### config.mk
export PLATFORM = sky130hd
export DESIGN_NAME = btn_repeat
export DESIGN_NICKNAME = d
export VERILOG_FILES = /design/src/rtl/btn_repeat.sv
export SDC_FILE = /design/constraint.sdc
export NUM_CORES = 1
export LEC_CHECK = 0
export BUFFER_PORTS_ARGS = -buffer_cell sky130_fd_sc_hd__buf_2
export CAP_MARGIN = 20
export CELL_PAD_IN_SITES_DETAIL_PLACEMENT = 1
export CELL_PAD_IN_SITES_GLOBAL_PLACEMENT = 1
export CORE_MARGIN = 4
export CORE_UTILIZATION = 49
export DETAILED_ROUTE_END_ITERATION = 10
export MAX_ROUTING_LAYER = met4
export PLACE_DENSITY_LB_ADDON = 0.25
export SLEW_MARGIN = 15
export SYNTH_ARGS = -nofsm -noshare
export SYNTH_HDL_FRONTEND = slang
export SYNTH_SLANG_ARGS = --single-unit
### constraint.sdc
create_clock -name clk -period 6.4 [get_ports clk]
set_input_delay 1.28 -clock clk [delete_from_list [all_inputs] [get_ports clk]]
set_output_delay 1.28 -clock clk [all_outputs]
set_load 0.005 [all_outputs]
### src/rtl/btn_repeat.sv
// btn_repeat: press / typematic repeat / release event generator.
// One small FSM per button, plus a lowest-index event encoder.
module btn_repeat #(
    parameter  int N_BTN       = 4,
    parameter  int DELAY_TICKS = 500,
    parameter  int RATE_TICKS  = 100,
    parameter  int CNT_BITS    = 10,
    localparam int IDX_W       = (N_BTN > 1) ? $clog2(N_BTN) : 1
) (
    input  logic             clk,
    input  logic             rst,
    input  logic             tick,
    input  logic [N_BTN-1:0] btn_in,
    output logic [N_BTN-1:0] press,
    output logic [N_BTN-1:0] rpt,
    output logic [N_BTN-1:0] released,
    output logic [N_BTN-1:0] held,
    output logic             evt_valid,
    output logic [IDX_W-1:0] evt_idx,
    output logic             evt_repeat
);

    typedef enum logic [1:0] {
        IDLE,
        DELAY,
        REPEAT
    } state_t;

    localparam logic [CNT_BITS-1:0] DLY_LAST = CNT_BITS'(DELAY_TICKS - 1);
    localparam logic [CNT_BITS-1:0] RPT_LAST = CNT_BITS'(RATE_TICKS - 1);
    localparam logic [CNT_BITS-1:0] CNT_ONE  = CNT_BITS'(1);

    state_t              state_q [N_BTN];
    state_t              state_d [N_BTN];
    logic [CNT_BITS-1:0] cnt_q   [N_BTN];
    logic [CNT_BITS-1:0] cnt_d   [N_BTN];

    logic [N_BTN-1:0] press_d;
    logic [N_BTN-1:0] rpt_d;
    logic [N_BTN-1:0] rel_d;
    logic             evt_valid_d;
    logic [IDX_W-1:0] evt_idx_d;
    logic             evt_repeat_d;
    logic [3:0]       n_down;
    logic             multi;

    // Chord detect: more than one button down freezes every counter.
    always_comb begin
        n_down = '0;
        for (int i = 0; i < N_BTN; i++) begin
            n_down = n_down + {3'b000, btn_in[i]};
        end
        multi = (n_down > 4'd1);
    end

    // Per-button next state, counter and pulse generation.
    always_comb begin
        press_d = '0;
        rpt_d   = '0;
        rel_d   = '0;
        for (int i = 0; i < N_BTN; i++) begin
            state_d[i] = state_q[i];
            cnt_d[i]   = cnt_q[i];
            case (state_q[i])
                IDLE: begin
                    if (btn_in[i]) begin
                        press_d[i] = 1'b1;
                        cnt_d[i]   = '0;
                        state_d[i] = DELAY;
                    end
                end
                DELAY: begin
                    if (!btn_in[i]) begin
                        rel_d[i]   = 1'b1;
                        state_d[i] = IDLE;
                    end else if (tick && !multi) begin
                        if (cnt_q[i] == DLY_LAST) begin
                            rpt_d[i]   = 1'b1;
                            cnt_d[i]   = '0;
                            state_d[i] = REPEAT;
                        end else begin
                            cnt_d[i] = cnt_q[i] + CNT_ONE;
                        end
                    end
                end
                REPEAT: begin
                    if (!btn_in[i]) begin
                        rel_d[i]   = 1'b1;
                        state_d[i] = IDLE;
                    end else if (tick && !multi) begin
                        if (cnt_q[i] == RPT_LAST) begin
                            rpt_d[i] = 1'b1;
                            cnt_d[i] = '0;
                        end else begin
                            cnt_d[i] = cnt_q[i] + CNT_ONE;
                        end
                    end
                end
                default: begin
                    state_d[i] = IDLE;
                    cnt_d[i]   = '0;
                end
            endcase
        end
    end

    // Event encoder: lowest index with a press or repeat wins.
    always_comb begin
        evt_valid_d  = 1'b0;
        evt_idx_d    = '0;
        evt_repeat_d = 1'b0;
        for (int i = N_BTN - 1; i >= 0; i--) begin
            if (press_d[i] || rpt_d[i]) begin
                evt_valid_d  = 1'b1;
                evt_idx_d    = IDX_W'(i);
                evt_repeat_d = rpt_d[i];
            end
        end
    end

    // State, counters and all registered outputs.
    always_ff @(posedge clk) begin
        if (rst) begin
            for (int i = 0; i < N_BTN; i++) begin
                state_q[i] <= IDLE;
                cnt_q[i]   <= '0;
            end
            press      <= '0;
            rpt        <= '0;
            released   <= '0;
            held       <= '0;
            evt_valid  <= 1'b0;
            evt_idx    <= '0;
            evt_repeat <= 1'b0;
        end else begin
            for (int i = 0; i < N_BTN; i++) begin
                state_q[i] <= state_d[i];
                cnt_q[i]   <= cnt_d[i];
            end
            press      <= press_d;
            rpt        <= rpt_d;
            released   <= rel_d;
            held       <= btn_in;
            evt_valid  <= evt_valid_d;
            evt_idx    <= evt_idx_d;
            evt_repeat <= evt_repeat_d;
        end
    end

endmodule

==> flow_summary.json <==
{
  "outcome": "finished clean",
  "detail-route-antenna-nets": 0,
  "critPathMaxStageDelay_ns": 0.64,
  "peakVddDrop_uv": 132,
  "worstPathArrival_ns": 4.12,
  "stdcell_count": 594,
  "core_area_um2": 7410,
  "areaGrowthSynthToFinish_pct": 9.97,
  "dr.pass1.iters": 5,
  "synth_nets": 492,
  "critPathTopFamily": "simple AND/OR/NAND/NOR gates",
  "diodes": 0,
  "synth_area_leader_cell": "dfxtp_1",
  "hold_viol": 0,
  "rows": 31,
  "clockBufferDepth": 2,
  "powerDensity_nw_per_um2": 232,
  "grt_pass1_wl_um": 17800,
  "finalClockSkew_ns": 0.0107,
  "min_period_ns": 3.84,
  "synthArstFlopShare_pct": 0,
  "port_buffers": 26,
  "cts_buffers": 9,
  "crit_buf_inv": 2,
  "crit_chain": "buf_2 > clkinv_1 > fa_1 > nand2b_1 > a31oi_1 > or2_0 > or4_1 > a31oi_1",
  "grt_usage_pct": 24.9,
  "fp.dieW_um": 96.4,
  "wl_um": 10500,
  "slew_violations": 0,
  "place_inst": 578,
  "avgSynthCellArea_um2": 8.18,
  "setup_violations": 0,
  "required_ns": 6.68,
  "gr-total-overflow": 0,
  "finalNetCount": 514,
  "fp.dieH_um": 96.4,
  "critical_path.slowest_cell": "fa_1",
  "start_util_pct": 51.7,
  "crit_type": "input port to flip-flop",
  "ys_warn_count": 0,
  "ys_ff_latch": 68,
  "routed_via_density": 6.22,
  "drive_gt1_share_pct": 12.5,
  "rsz0062_at_grt": "false",
  "grt_max_degree": 55,
  "placed_area_um2": 4020,
  "crit_path_end_kind": "flip-flop",
  "reg2reg_slack_ns": 3.94,
  "yosys.area.top_type_share_pct": 35.6,
  "clk-insertion-delay-late_ns": 0.35,
  "period_share_pct": 60.1,
  "holdBufCountCts": 0,
  "synth_cell_types": 72,
  "yosysSeqAreaShare_pct": 35.6,
  "antenna_found_initial": 0,
  "cts_resized": 0,
  "clk_pin_slew_ns": 0.08,
  "fin_area_um2": 4210,
  "synth_area_um2": 3830,
  "worstMarginPinSlew_ns": 1.08,
  "crit_top_cell": "a31oi_1",
  "setup_tns_ns": 0,
  "ios": 27,
  "cp_max_fo": 17,
  "cts_tree": "done",
  "route.detailed.drc": 0,
  "vias": 3694,
  "hp-class": "flip-flop to flip-flop",
  "place_ws_ns": 2.22,
  "synth_flop_cell": "dfxtp_1",
  "cts.sinks": 68,
  "setup_ws_ns": 2.56,
  "synthTopCellsByArea": "dfxtp_1 (36%), ha_1 (5.2%), nand2_1 (4.2%), a21oi_1 (4.2%), nand3_1 (3.8%)",
  "dp_hpwl_um": 7450,
  "slew-limit-headroom_pct": 27.5,
  "finalWeightedCongestion": 0.842,
  "clock-root-buffer": "clkbuf_8",
  "n_fill_cell": 911,
  "post_drt_wl_per_cell_um": 17.7,
  "postSynthCellCount": 468,
  "synth_edf_count": 0,
  "drt_iter0_drc": 105,
  "seqCellArea_um2": 1360,
  "grt_pass1_vias": 3640,
  "h-tree-depth": 3,
  "drv_cap": 0,
  "multi_input_area_um2": 2290,
  "cp-start-kind": "input port",
  "cts_setup_buffers": 0,
  "p_leak_nw": 1.47,
  "dieArea_um2": 9290,
  "fmax_ghz": 0.260
}
[routing by layer]
metal | share of wire [%] | vias to the layer above | wire length [um] | track usage (%)
li1 | - | 1799 | - | -
met1 | 45 | 1802 | 4750 | 31.9
met2 | 50 | 80 | 5240 | 39.7
met3 | 3.5 | 13 | 372 | 4.34
met4 | 1.7 | 0 | 176 | 8.88
met5 | 0 | - | 0 | -
[cell usage in the layout (no fill, tap or decap), types with 3 or more instances in the layout]
cell type    n
dfxtp_1     68
nand2_1     43
a21oi_1     32
nand3_1     29
o21ai_0     28
nor2_1      27
inv_1       26
buf_2       26
ha_1        16
and3_1      15
a31oi_1     14
or3_1       12
or4_1       10
and2_1       9
nand4_1      9
clkbuf_8     9
nor3_1       8
o31ai_1      7
nand2b_1     7
nor4_1       5
a211oi_1     5
a211o_1      4
nor2b_1      4
o41ai_1      4
a311oi_1     4
nand4b_1     4
and4_1       3
or2_2        3
o22ai_1      3
clkinvlp_4   3
clkinv_2     3
[synth_stat cells, types with 5 or more instances]
| cell | number |
|---|---|
| ha_1 | 16 |
| nand4_1 | 9 |
| nand2b_1 | 7 |
| and2_1 | 9 |
| nand2_1 | 43 |
| or4_1 | 10 |
| a211oi_1 | 5 |
| clkbuf_1 | 8 |
| nor4_1 | 5 |
| dfxtp_1 | 68 |
| inv_1 | 26 |
| o31ai_1 | 7 |
| a21oi_1 | 32 |
| and3_1 | 15 |
| nor2_1 | 27 |
| buf_2 | 5 |
| o21ai_0 | 28 |
| nor3_1 | 8 |
| or3_1 | 12 |
| a31oi_1 | 14 |
| nand3_1 | 29 |
[area by class of cell]
type                            count  area share, %
Clock buffer                        9           2.94
Clock inverter                      7           1.60
Inverter                           27           2.41
Multi-Input combinational cell    357           54.5
Sequential cell                    68           32.3
Tap cell                           99           2.94
Timing Repair Buffer               27           3.27
[kinds of logic (layout without fill, tap and decap cells)]
logic type / after synthesis / after routing / share of synthesized area, %
simple gates: 204 / 204 / 29.8
flops: 68 / 68 / 35.6
compound gates: 132 / 132 / 23.3
fa+ha+maj: 17 / 17 / 5.75
mux: 4 / 4 / 1.11
buf+inv: 43 / 70 / 4.51
[tightest hold or removal path, stage by stage, from the launching register on]
cell and delay (ns):
dfxtp_1 0.33, nand2_1 0.06, a21oi_1 0.05
[flip-flops by register name, indices dropped and copies added, names as in the netlist]
name and count:
evt_repeat 1, press 4, released 4, evt_valid 1
state_q 8, evt_idx 2, rpt 4, cnt_q 40
held 4
[power breakdown]
part | total [mW] | internal, mW | leakage, nW | switching, mW
combinational | 0.179 | 0.0578 | 0.823 | 0.121
clock | 0.355 | 0.178 | 0.0910 | 0.177
sequential | 0.444 | 0.437 | 0.552 | 0.00759
total | 0.978 | 0.672 | 1.47 | 0.306
[path summary, 6_finish.rpt]
kind	start	to	cells past startpoint
min reg2reg	cnt_q[3][1]	cnt_q[3][1]	2
max	btn_in[0]	cnt_q[1][9]	8
max reg2reg	state_q[1][0]	cnt_q[1][9]	7
min	cnt_q[3][1]	cnt_q[3][1]	2
[through the flow]
stage	power (mW)	utilization [%]	hold slack (ns)
floorplan	0.580	-	0.444
global placement	0.618	54.2	0.459
detailed placement	0.627	54.2	0.487
CTS	0.981	56.8	0.499
global route	1.03	56.8	0.532
finish	0.978	56.8	0.494
Power figures use the tool's default switching activity.
